--- src/rtl/tt_pkg.sv ---
// Shared types and sizing for the truth-table capture block.
package tt_pkg;

  localparam int N_IN_DEF = 4;
  localparam int DEPTH    = 1 << N_IN_DEF;

  typedef enum logic [1:0] {
    TT_IDLE,
    TT_CAPTURE,
    TT_CHECK,
    TT_DONE
  } tt_state_e;

endpackage

--- src/rtl/tt_idle_timer.sv ---
// Idle-cycle counter for the capture phase; tc flags the last permitted idle cycle.
// TIMEOUT_CYC = 0 removes the counter and holds tc low.
module tt_idle_timer #(
  parameter int TIMEOUT_CYC = 64
) (
  input  logic clk,
  input  logic rst,
  input  logic clear,
  input  logic enable,
  output logic tc
);

  generate
    if (TIMEOUT_CYC == 0) begin : g_off
      logic unused_inputs;
      assign unused_inputs = ^{clk, rst, clear, enable};
      assign tc            = 1'b0;
    end else begin : g_on
      localparam int W = $clog2(TIMEOUT_CYC + 1);

      logic [W-1:0] count;

      assign tc = enable && (count == W'(TIMEOUT_CYC - 1));

      // NOTE: state registers use non-blocking assignments so every flop samples pre-edge values.
      always_ff @(posedge clk) begin
        if (rst || clear) begin
          count <= '0;
        end else if (enable && !tc) begin
          count <= count + 1'b1;
        end
      end
    end
  endgenerate

endmodule

--- src/rtl/truth_table_capture.sv ---
// Rebuilds a 2**N_IN-entry truth table from (vec, y) samples and checks it against EXPECTED.
// Optional macro TT_MISMATCH_LOG_EN adds first_bad_idx / bad_count diagnostic outputs.
module truth_table_capture
  import tt_pkg::*;
#(
  parameter int                     N_IN        = N_IN_DEF,
  parameter logic [(1<<N_IN)-1:0]   EXPECTED    = 16'h6996,
  parameter int                     TIMEOUT_CYC = 64
) (
  input  logic                   clk,
  input  logic                   rst,
  input  logic                   start,
  input  logic                   vec_valid,
  output logic                   vec_ready,
  input  logic [N_IN-1:0]        vec,
  input  logic                   y,
  output logic                   busy,
  output logic                   done,
  output logic                   pass,
  output logic [(1<<N_IN)-1:0]   covered,
  output logic [(1<<N_IN)-1:0]   table_out,
  output logic                   dup_err,
  output logic                   timeout_err
`ifdef TT_MISMATCH_LOG_EN
  ,
  output logic [N_IN-1:0]        first_bad_idx,
  output logic [N_IN:0]          bad_count
`endif
);

  localparam int DEPTH_L = 1 << N_IN;

  tt_state_e            state_q, state_d;
  logic                 in_capture;
  logic                 xfer;
  logic                 start_ok;
  logic                 idle_tc;
  logic [DEPTH_L-1:0]   next_covered;

  assign in_capture   = (state_q == TT_CAPTURE);
  assign xfer         = vec_valid && in_capture;
  assign start_ok     = start && ((state_q == TT_IDLE) || (state_q == TT_DONE));
  assign next_covered = covered | (xfer ? (DEPTH_L'(1) << vec) : '0);

  tt_idle_timer #(
    .TIMEOUT_CYC (TIMEOUT_CYC)
  ) u_idle_timer (
    .clk    (clk),
    .rst    (rst),
    .clear  (start_ok || xfer),
    .enable (in_capture),
    .tc     (idle_tc)
  );

  always_ff @(posedge clk) begin
    if (rst) state_q <= TT_IDLE;
    else     state_q <= state_d;
  end

  // NOTE: every signal driven here gets a default first so no path leaves it unassigned (no latch).
  always_comb begin
    state_d   = state_q;
    vec_ready = 1'b0;
    busy      = 1'b0;
    done      = 1'b0;
    case (state_q)
      TT_IDLE: begin
        if (start) state_d = TT_CAPTURE;
      end
      TT_CAPTURE: begin
        vec_ready = 1'b1;
        busy      = 1'b1;
        // A transfer on the terminal idle cycle takes priority over the timeout.
        if (xfer && (&next_covered)) state_d = TT_CHECK;
        else if (!xfer && idle_tc)   state_d = TT_DONE;
      end
      TT_CHECK: begin
        busy    = 1'b1;
        state_d = TT_DONE;
      end
      TT_DONE: begin
        done = 1'b1;
        if (start) state_d = TT_CAPTURE;
      end
      default: state_d = TT_IDLE;
    endcase
  end

`ifdef TT_MISMATCH_LOG_EN
  logic [DEPTH_L-1:0] diff;
  logic [N_IN-1:0]    first_bad_c;
  logic [N_IN:0]      bad_count_c;

  assign diff = table_out ^ EXPECTED;

  // Scan downward so the lowest mismatching index is the one left standing.
  always_comb begin
    first_bad_c = '0;
    bad_count_c = '0;
    for (int i = DEPTH_L - 1; i >= 0; i--) begin
      if (diff[i]) first_bad_c = i[N_IN-1:0];
      bad_count_c = bad_count_c + {{N_IN{1'b0}}, diff[i]};
    end
  end
`endif

  // NOTE: table_out and covered are plain flop vectors, so they are reset like any other register.
  always_ff @(posedge clk) begin
    if (rst) begin
      covered     <= '0;
      table_out   <= '0;
      dup_err     <= 1'b0;
      timeout_err <= 1'b0;
      pass        <= 1'b0;
`ifdef TT_MISMATCH_LOG_EN
      first_bad_idx <= '0;
      bad_count     <= '0;
`endif
    end else begin
      case (state_q)
        TT_IDLE, TT_DONE: begin
          if (start) begin
            covered     <= '0;
            table_out   <= '0;
            dup_err     <= 1'b0;
            timeout_err <= 1'b0;
            pass        <= 1'b0;
`ifdef TT_MISMATCH_LOG_EN
            first_bad_idx <= '0;
            bad_count     <= '0;
`endif
          end
        end
        TT_CAPTURE: begin
          if (xfer) begin
            covered <= next_covered;
            if (!covered[vec]) begin
              table_out[vec] <= y;
            end else if (table_out[vec] != y) begin
              dup_err <= 1'b1;
            end
          end else if (idle_tc) begin
            timeout_err <= 1'b1;
            pass        <= 1'b0;
          end
        end
        TT_CHECK: begin
          pass <= (table_out == EXPECTED) && !dup_err;
`ifdef TT_MISMATCH_LOG_EN
          first_bad_idx <= first_bad_c;
          bad_count     <= bad_count_c;
`endif
        end
        default: ;
      endcase
    end
  end

endmodule

--- config.mk ---
export PLATFORM = sky130hd
export DESIGN_NAME = truth_table_capture
export DESIGN_NICKNAME = d
export VERILOG_FILES = /design/src/rtl/tt_pkg.sv /design/src/rtl/tt_idle_timer.sv /design/src/rtl/truth_table_capture.sv
export SDC_FILE = /design/constraint.sdc
export NUM_CORES = 1
export LEC_CHECK = 0
export ABC_CLOCK_PERIOD_IN_PS = 2420
export BUFFER_PORTS_ARGS = -buffer_cell sky130_fd_sc_hd__buf_2
export CELL_PAD_IN_SITES_DETAIL_PLACEMENT = 0
export CELL_PAD_IN_SITES_GLOBAL_PLACEMENT = 2
export CORE_ASPECT_RATIO = 0.6
export CORE_MARGIN = 2
export CORE_UTILIZATION = 29
export DETAILED_ROUTE_END_ITERATION = 8
export PLACE_DENSITY_LB_ADDON = 0.2
export SYNTH_ARGS = -nofsm -noshare
export SYNTH_HDL_FRONTEND = slang
export SYNTH_SLANG_ARGS = --single-unit
--- constraint.sdc ---
create_clock -name clk -period 2.42 [get_ports clk]
set_clock_uncertainty 0.05 [all_clocks]
set_input_delay 0 -clock clk [delete_from_list [all_inputs] [get_ports clk]]
set_output_delay 0 -clock clk [all_outputs]
set_load 0.005 [all_outputs]
==> results of run 1 <==
-- metrics by stage --
step | instance area [um^2] | utilization (%) | setup WS, ps
3_5_place_dp | 2920 | 36.7 | -18.1
6_report | 3110 | 39.2 | 74.1
4_1_cts | 3080 | 38.7 | 2.37
3_3_place_gp | 2920 | 36.7 | 21.9
5_1_grt | 3110 | 39.2 | 2.82
2_1_floorplan | 2430 | - | 2.35
-- repair_timing --
action                                  4_1_cts  5_1_grt
pin swaps                                     0        1
resized for setup                             2        6
setup buffers                                 1        1
endpoints found under the setup margin        1        7
-- synth_stat cells, drive strengths merged (2+ instances only) --
| cell type | number | share of area, % |
|---|---|---|
| a211oi | 3 | 0.94 |
| and4b | 2 | 0.83 |
| xor2 | 4 | 1.5 |
| nand2b | 5 | 1.3 |
| xnor2 | 3 | 1.1 |
| nand4b | 2 | 0.73 |
| a22oi | 9 | 2.8 |
| nand4 | 5 | 1.3 |
| or3b | 2 | 0.73 |
| nor3 | 5 | 1.0 |
| nand2 | 23 | 3.6 |
| inv | 8 | 1.2 |
| mux2i | 18 | 7.5 |
| buf | 4 | 1.1 |
| clkbuf | 13 | 2.0 |
| nor4 | 5 | 1.3 |
| mux4 | 8 | 7.5 |
| nor2b | 5 | 1.3 |
| dfxtp | 44 | 37 |
| nand3 | 12 | 2.5 |
| o31ai | 3 | 0.94 |
| a21o | 2 | 0.62 |
| a21oi | 17 | 3.5 |
| a32oi | 2 | 0.73 |
| ha | 4 | 2.1 |
| or4 | 2 | 0.62 |
| nor2 | 45 | 7.1 |
| or3 | 2 | 0.73 |
| nand3b | 5 | 1.6 |
| nor3b | 2 | 0.62 |
-- cells in the final DEF, fill, tap and decap left out, types with 3 or more instances in the layout --
cell type  instances
nor3_1             5
nand3b_1           5
dfxtp_1           43
clkbuf_16          5
buf_2             46
mux2i_1           18
mux4_2             8
xor2_1             4
a22oi_1            9
nor2_1            44
nor4_1             4
nand3_1           11
nand4_1            5
nand2_1           23
a21oi_1           17
nor2b_1            5
inv_1              7
buf_4             28
xnor2_1            3
nand2b_1           4
-- worst reg2reg max path, stage by stage, from the launching register on --
cell and delay [ps]:
dfxtp_4 370, inv_1 70, ha_4 250, nand2b_4 80, nand3_2 80, or4_1 510, or3_4 360, o311a_1 310
a211oi_2 190
-- path summary, 6_finish.rpt --
kind	slack [ps]	endpoint	startpoint	cells after the start
setup / recovery	70	state_q[1]	state_q[0]	8
hold reg to reg	410	u_idle_timer.g_on.count[6]	u_idle_timer.g_on.count[6]	2
hold / removal	30	timeout_err	rst	2
setup reg to reg	70	state_q[1]	state_q[0]	8
-- cell type report --
cell class | count | area [um^2]
Inverter | 8 | 30.0
Timing Repair Buffer | 74 | 440
Tap cell | 108 | 135
Clock buffer | 8 | 146
Multi-Input combinational cell | 207 | 1480
Sequential cell | 44 | 885
Fill cell | 833 | 4830
-- cells by family (layout without fill, tap and decap cells) --
family,count (synthesis),after routing,synth area share (%)
XOR/XNOR,7,7,2.55
AND/OR/NAND/NOR,126,126,27.1
multiplexers,27,27,15.4
buffers and inverters,25,90,4.42
AO/OA/AOI/OAI,43,43,11.8
adder cells (fa/ha/maj),4,4,2.08
flip-flops,44,44,36.6
-- power breakdown --
part | switching [mW] | internal, mW
logic | 0.408 | 0.281
clock network | 0.266 | 0.412
registers | 0.0328 | 0.760
-- registers in the layout, indices dropped and copies added (netlist names) --
name	cells
covered	16
table_out	16
u_idle_timer.g_on.count	7
state_q	2
dup_err	1
pass	1
timeout_err	1
-- routing by layer --
layer,track usage [%],up-vias,share of wire [%]
met1,27.6,1058,57
li1,-,1128,-
met2,23.5,34,38
met4,3.45,0,0.54
met5,0,-,0
met3,3.99,2,4.2
==> metrics.txt, run 1 <==
status finished clean; clock tree buffer depth 2; Net Count, Synth 289; # rows 25; Slew Limit Fails 0; slew of the pin with the lowest slew margin 492 ps; WHS approximately 31 ps; Critical Path AT 2500 ps; Final GP Congestion 0.775; 1st-iter DRT viols 100; remaining global-route overflow 0; hold buffer count at CTS 0; vias in the first global route 2065; final cell count without fillers 449; critical path class flop to flop; EDFF count, synth 0; Final setup viols 0; # diodes 0; Post-synth ARST share 0%; count of cell types in the netlist 47; FF+latch count, synth 44; Setup TNS 0 ps; IO Pins 47; antenna violations before repair 0; Worst EP required 2570 ps; nets 353; Clock Latency Late Sink 280 ps; DRC viols 0; Initial Utilization between 30% and 40%; Tot GR Track Use 17.4%; P&R area growth vs syn 29.4%; crit path max-delay cell type or4_1; core area 0.00795 mm^2; first-pass GRT wire length 11900 um; Setup crit start kind flop; clock sink count 44; Setup crit end kind flop; PnR Total Power 2.16 mW; Routed WL 7420 um; Max Cap Viol 0; Max stage delay on crit path 510 ps; Mapped Avg Cell Area 8.72 um^2; cell area after synthesis approximately 0.0024 mm^2; total CTS buffers 5; peak supply drop 0.370 mV; crit path cell chain inv_1 > ha_4 > nand2b_4 > nand3_2 > or4_1 > or3_4 > o311a_1 > a211oi_2; CP top delay family simple AND/OR/NAND/NOR gates; Buffers & Inverters on Critical Path 1; Hold Crit Class input pin to flop; Cells after DPL 439; routed len/inst 16.5 um; RSZ-0062 raised after global routing no; Main synth FF type dfxtp_1; Rel. slew slack 67.1%; Pre-Repair DR Iteration Count 4; Tmin final 2350 ps; Clock transition at path regs 60 ps; CTS H-Tree Depth 2; ANT nets after route 0; post-synthesis sequential area ratio a little over a third; via count 2222; fin crit share 96.9%; die width about 120 um; PwrDens 694 mW/mm^2; P_leak 1.29 nW; CTS tree done; Final Hold Viols 0; pin count of the biggest net entering global routing 24; Die Area 0.00907 mm^2; maximum fanout along the worst path 4; IO buf count 46; cell count after synthesis 276; share of cells above drive strength 1 29.9%; detail-routed via count per cell between 4 and 5; die height roughly 75 um; CTS root buf clkbuf_16; Detailed Place HPWL 5690 um; fmax roughly 430 MHz; warnings from Yosys 0
Power figures use the tool's default switching activity.
==> run 2, diff against run 1 <==
--- a/config.mk
+++ b/config.mk
@@ -5,13 +5,13 @@
 export SDC_FILE = /design/constraint.sdc
 export NUM_CORES = 1
 export LEC_CHECK = 0
-export ABC_CLOCK_PERIOD_IN_PS = 2420
+export ABC_CLOCK_PERIOD_IN_PS = 2800
 export BUFFER_PORTS_ARGS = -buffer_cell sky130_fd_sc_hd__buf_2
 export CELL_PAD_IN_SITES_DETAIL_PLACEMENT = 0
 export CELL_PAD_IN_SITES_GLOBAL_PLACEMENT = 2
 export CORE_ASPECT_RATIO = 0.6
 export CORE_MARGIN = 2
-export CORE_UTILIZATION = 29
+export CORE_UTILIZATION = 35
 export DETAILED_ROUTE_END_ITERATION = 8
 export PLACE_DENSITY_LB_ADDON = 0.2
 export SYNTH_ARGS = -nofsm -noshare
==> constraint.sdc (replaced) <==
create_clock -name clk -period 2.8 [get_ports clk]
set_clock_uncertainty 0.05 [all_clocks]
set_input_delay 0 -clock clk [delete_from_list [all_inputs] [get_ports clk]]
set_output_delay 0 -clock clk [all_outputs]
set_load 0.005 [all_outputs]
==> metrics.txt, run 2 (same netlist as run 1, synthesis figures left out) <==
clock tree buffer depth 2 (unchanged); routed len/inst 17.4 um (+5.5%); IO buf count 46 (unchanged); Final Hold Viols 0 (unchanged); die height 68.2 um (-8.5%); Tot GR Track Use 19.5% (+2.1 points); pin count of the biggest net entering global routing 24 (unchanged); vias in the first global route 1940 (-6.1%); slew of the pin with the lowest slew margin 493 ps (+1.36 ps); CTS H-Tree Depth 2 (unchanged); PnR Total Power 1.80 mW (-16%); core area 0.00668 mm^2 (-16%); Clock Latency Late Sink 280 ps (about the same); Setup crit end kind flop; Setup TNS 0 ps (unchanged); Multi-input gate area 0.00142 mm^2 (-4.0%); Resized Gates After CTS 0 (-2); RSZ-0062 raised after global routing no; critical path class flop to flop; biggest regs covered (16), table_out (16), u_idle_timer.g_on.count (7); # diodes 0 (unchanged); Routed WL 7200 um (-3.0%); first-pass GRT wire length 11300 um (-4.9%); Pre-Repair DR Iteration Count 4 (unchanged); IO Pins 47 (unchanged); number of post-CTS setup repair buffers 0 (-1); antenna violations before repair 0 (unchanged); Die Area 0.00758 mm^2 (-16%); Slew Limit Fails 0 (unchanged); Worst EP required 2950 ps (+380 ps); Initial Utilization 36.0% (+5.8 points); Clock transition at path regs 60 ps (about the same); Detailed Place HPWL 5240 um (-7.9%); register cell area after layout 881 um^2 (-0.42%); Critical Path AT 2730 ps (+230 ps); fillers 703 (-16%); 1st-iter DRT viols 103 (+3.0%); CTS root buf clkbuf_16; detail-routed via count per cell 5.30 (+7.1%); PwrDens 620 mW/mm^2 (-11%); hold buffer count at CTS 0 (unchanged); DRC viols 0 (unchanged); P&R area growth vs syn 21.1%; share of cells above drive strength 1 23.6% (-6.3 points); fmax 388 MHz (-9.1%); via count 2189 (-1.5%); Final setup viols 0 (unchanged); Max Cap Viol 0 (unchanged); nets 338 (-4.2%); Tmin final 2580 ps (+234 ps); maximum fanout along the worst path 4 (unchanged); remaining global-route overflow 0 (unchanged); Hold Crit Class input pin to flop; most frequent cells in the layout buf_2 (46), nor2_1 (44), dfxtp_1 (44), nand2_1 (23), mux2i_1 (18); fin crit share 92.2% (-4.8 points); # rows 23 (-8.0%); die width 111 um (-8.7%); peak supply drop 0.306 mV (-17%); CTS tree done; total CTS buffers 5 (unchanged); clock sink count 44 (unchanged); Rel. slew slack 66.8% (-0.24 points); most common cell after layout, fill and taps aside buf_2; Setup crit start kind flop; ANT nets after route 0 (unchanged); Final GP Congestion 0.802 (+3.5%); status finished clean; P_leak 1.20 nW (-7.0%)
## run 2: layout make-up
| cell class | count | share of cell area [%] |
|---|---|---|
| Multi-Input combinational cell | 207 | 48.7 |
| Sequential cell | 44 | 30.2 |
| Timing Repair Buffer | 59 | 11.3 |
| Clock buffer | 8 | 5.03 |
| Tap cell | 87 | 3.74 |
| Inverter | 8 | 1.03 |
## run 2: report_power, final
group / switching (mW) / internal [mW]
logic: 0.322 / 0.203
clock network: 0.243 / 0.356
registers: 0.0274 / 0.654
total: 0.592 / 1.21
## run 2: worst paths after layout
| check | start | to | slack (ps) | cells after the start |
|---|---|---|---|---|
| setup / recovery | state_q[0] | state_q[1] | 220 | 8 |
| setup reg to reg | state_q[0] | state_q[1] | 220 | 8 |
| hold / removal | rst | covered[5] | 40 | 2 |
| hold reg to reg | u_idle_timer.g_on.count[6] | u_idle_timer.g_on.count[6] | 410 | 2 |
## run 2: worst max-delay path: stages (launching register included)
cell	delay (ps)
dfxtp_1	380
inv_1	60
ha_1	320
nand2b_1	160
nand3_1	120
or4_1	520
or3_4	350
o311a_1	350
a211oi_1	190
## run 2: layer usage
metal / wire [um] / share of wire [%] / track usage (%)
met5: 0 / 0 / 0
met4: 44 / 0.61 / 4.17
met2: 2710 / 38 / 25.8
met1: 3800 / 53 / 30.9
met3: 643 / 8.9 / 4.87
## run 2: stage by stage
stage	setup WS (ps)	cell area (um^2)	std cells	util, %	hold WS (ps)
after floorplan	272	2410	276	-	19.1
after global placement	301	2770	405	41.4	329
after detailed placement	230	2770	405	41.4	327
after CTS	206	2910	413	43.6	29.0
after global routing	61.6	2910	413	43.6	47.0
final	220	2910	413	43.6	36.7
==> run 3, diff against run 2 <==
--- a/config.mk
+++ b/config.mk
@@ -9,7 +9,6 @@
 export BUFFER_PORTS_ARGS = -buffer_cell sky130_fd_sc_hd__buf_2
 export CELL_PAD_IN_SITES_DETAIL_PLACEMENT = 0
 export CELL_PAD_IN_SITES_GLOBAL_PLACEMENT = 2
-export CORE_ASPECT_RATIO = 0.6
 export CORE_MARGIN = 2
 export CORE_UTILIZATION = 35
 export DETAILED_ROUTE_END_ITERATION = 8
==> metrics.txt, run 3 (same netlist as run 1, synthesis figures left out) <==
ANT nets after route 0 (unchanged); Reg2Reg Setup Slack 230 ps (about the same); critical path class flop to flop; nets 337 (-0.30%); Clock Latency Late Sink 310 ps (+30 ps); worst r2r src state_q[0]; Setup crit start kind flop; Hold Crit Depth 2 (unchanged); detail-routed via count per cell 5.41 (+2.2%); Die Area 0.00755 mm^2 (-0.30%); Final setup viols 0 (unchanged); number of post-CTS setup repair buffers 0 (unchanged); first-pass GRT wire length 10800 um (-4.1%); remaining global-route overflow 0 (unchanged); Slew Limit Fails 0 (unchanged); Critical Path AT 2740 ps (about the same); CTS tree done; core area 0.00672 mm^2 (+0.64%); IO buf count 46 (unchanged); Final GP Congestion 0.816 (+1.7%); Rel. slew slack 61.2% (-5.6 points); Final Hold Viols 0 (unchanged); PnR Total Power 1.62 mW (-10%); Max stage delay on crit path 520 ps (about the same); final cell count without fillers 405 (-1.9%); R2R cell count 8 (unchanged); worst hold start rst; routed len/inst 16.9 um (-2.9%); most frequent cells in the layout buf_2 (46), nor2_1 (44), dfxtp_1 (44), nand2_1 (23), mux2i_1 (18); antenna violations before repair 0 (unchanged); 1st-iter DRT viols 126 (+22%); status finished clean; pin count of the biggest net entering global routing 24 (unchanged); Initial Utilization 35.8% (-0.23 points); DRC viols 0 (unchanged); CTS root buf clkbuf_8; P_leak 1.17 nW (-2.7%); Cells after DPL 397 (-2.0%); slew of the pin with the lowest slew margin 580 ps (+87.0 ps); Detailed Place HPWL 4910 um (-6.2%); most common cell after layout, fill and taps aside buf_2; Resized Gates After CTS 0 (unchanged); # diodes 0 (unchanged); peak supply drop 0.206 mV (-33%); crit path cell chain inv_1 > ha_1 > nand2b_1 > nand3_1 > or4_1 > or3_4 > o311a_1 > a211oi_1; via count 2193 (+0.18%); Pre-Repair DR Iteration Count 4 (unchanged); final core utilization 42.3% (-1.3 points); crit path max-delay cell type or4_1; IO Pins 47 (unchanged); Clock transition at path regs 90 ps (+30 ps); RSZ-0062 raised after global routing no; # rows 30 (+30%); share of cells above drive strength 1 23.7% (+0.073 points); PwrDens 571 mW/mm^2 (-7.9%); die width 86.9 um (-22%); maximum fanout along the worst path 4 (unchanged); P&R area growth vs syn 18.2%; CTS H-Tree Depth 2 (unchanged); clock tree buffer depth 2 (unchanged); Max Cap Viol 0 (unchanged); Tot GR Track Use 18.7% (-0.85 points); die height 86.9 um (+27%); Setup TNS 0 ps (unchanged); clock sink count 44 (unchanged); Hold Crit Class input pin to flop; Setup crit end kind flop; fin crit share 91.8% (-0.31 points); hold buffer count at CTS 0 (unchanged); Worst EP required 2970 ps (+20 ps); total CTS buffers 5 (unchanged); biggest regs covered (16), table_out (16), u_idle_timer.g_on.count (7); reg-to-reg endpoint state_q[1]; fmax 389 MHz (+0.34%); Tmin final 2570 ps (-8.82 ps); vias in the first global route 2072 (+6.8%); Min-Delay Endpoint timeout_err; Routed WL 6850 um (-4.7%)
## run 3: cell count changes in the layout (fill, tap and decap cells not counted)
| cell | previous run | this run |
|---|---|---|
| buf_4 | 13 | 12 |
| clkbuf_1 | 2 | 1 |
| clkbuf_16 | 5 | 0 |
| clkbuf_8 | 1 | 6 |
| clkinvlp_4 | 0 | 1 |
## run 3: metal layers
metal  track usage, %  share of wire [%]  up-vias
li1                 -                  -     1089
met1             25.8                 48     1031
met2             29.1                 46       61
met3             3.41                4.3       12
met4             6.82                1.6        0
met5                0                  0        -
## run 3: final cells by class
| type | instances | area (um^2) |
|---|---|---|
| clock buffer | 7 | 86.3 |
| clock inverter | 1 | 7.51 |
| fill | 707 | 3870 |
| inverter | 8 | 30.0 |
| multi-input combinational | 207 | 1420 |
| sequential | 44 | 881 |
| tap | 80 | 100 |
| timing repair buffer | 58 | 320 |
## run 3: how the worst max path moves through the flow
| stage | from | end | slack, ps |
|---|---|---|---|
| 3_3_place_gp | state_q[0] | state_q[1] | 300 |
| 2_1_floorplan | state_q[0] | state_q[1] | 270 |
| 5_1_grt | state_q[0] | state_q[1] | 100 |
| 3_5_place_dp | state_q[0] | state_q[1] | 240 |
| 4_1_cts | state_q[0] | state_q[1] | 220 |
| 6_report | state_q[0] | state_q[1] | 230 |
## run 3: stage by stage
step	setup WS [ps]	instance area, um^2	hold WS, ps
after detailed placement	245	2750	324
after floorplan	272	2410	19.1
final	229	2840	1.39
after global placement	297	2750	323
after global routing	103	2840	18.5
after CTS	225	2840	1.55
## run 3: where the power goes
| part | internal (mW) | switching (mW) | total, mW |
|---|---|---|---|
| logic | 0.195 | 0.314 | 0.509 |
| registers | 0.653 | 0.0280 | 0.681 |
| clock network | 0.201 | 0.233 | 0.434 |
## run 3: critical path, delay by kind of cell (launching register included)
kind / cells / cell delay, ps
AOI/OAI and AO/OA: 2 / 560
adders and majority gates: 1 / 300
buffers and inverters: 1 / 60
DFF: 1 / 410
and+or+nand+nor: 4 / 1110
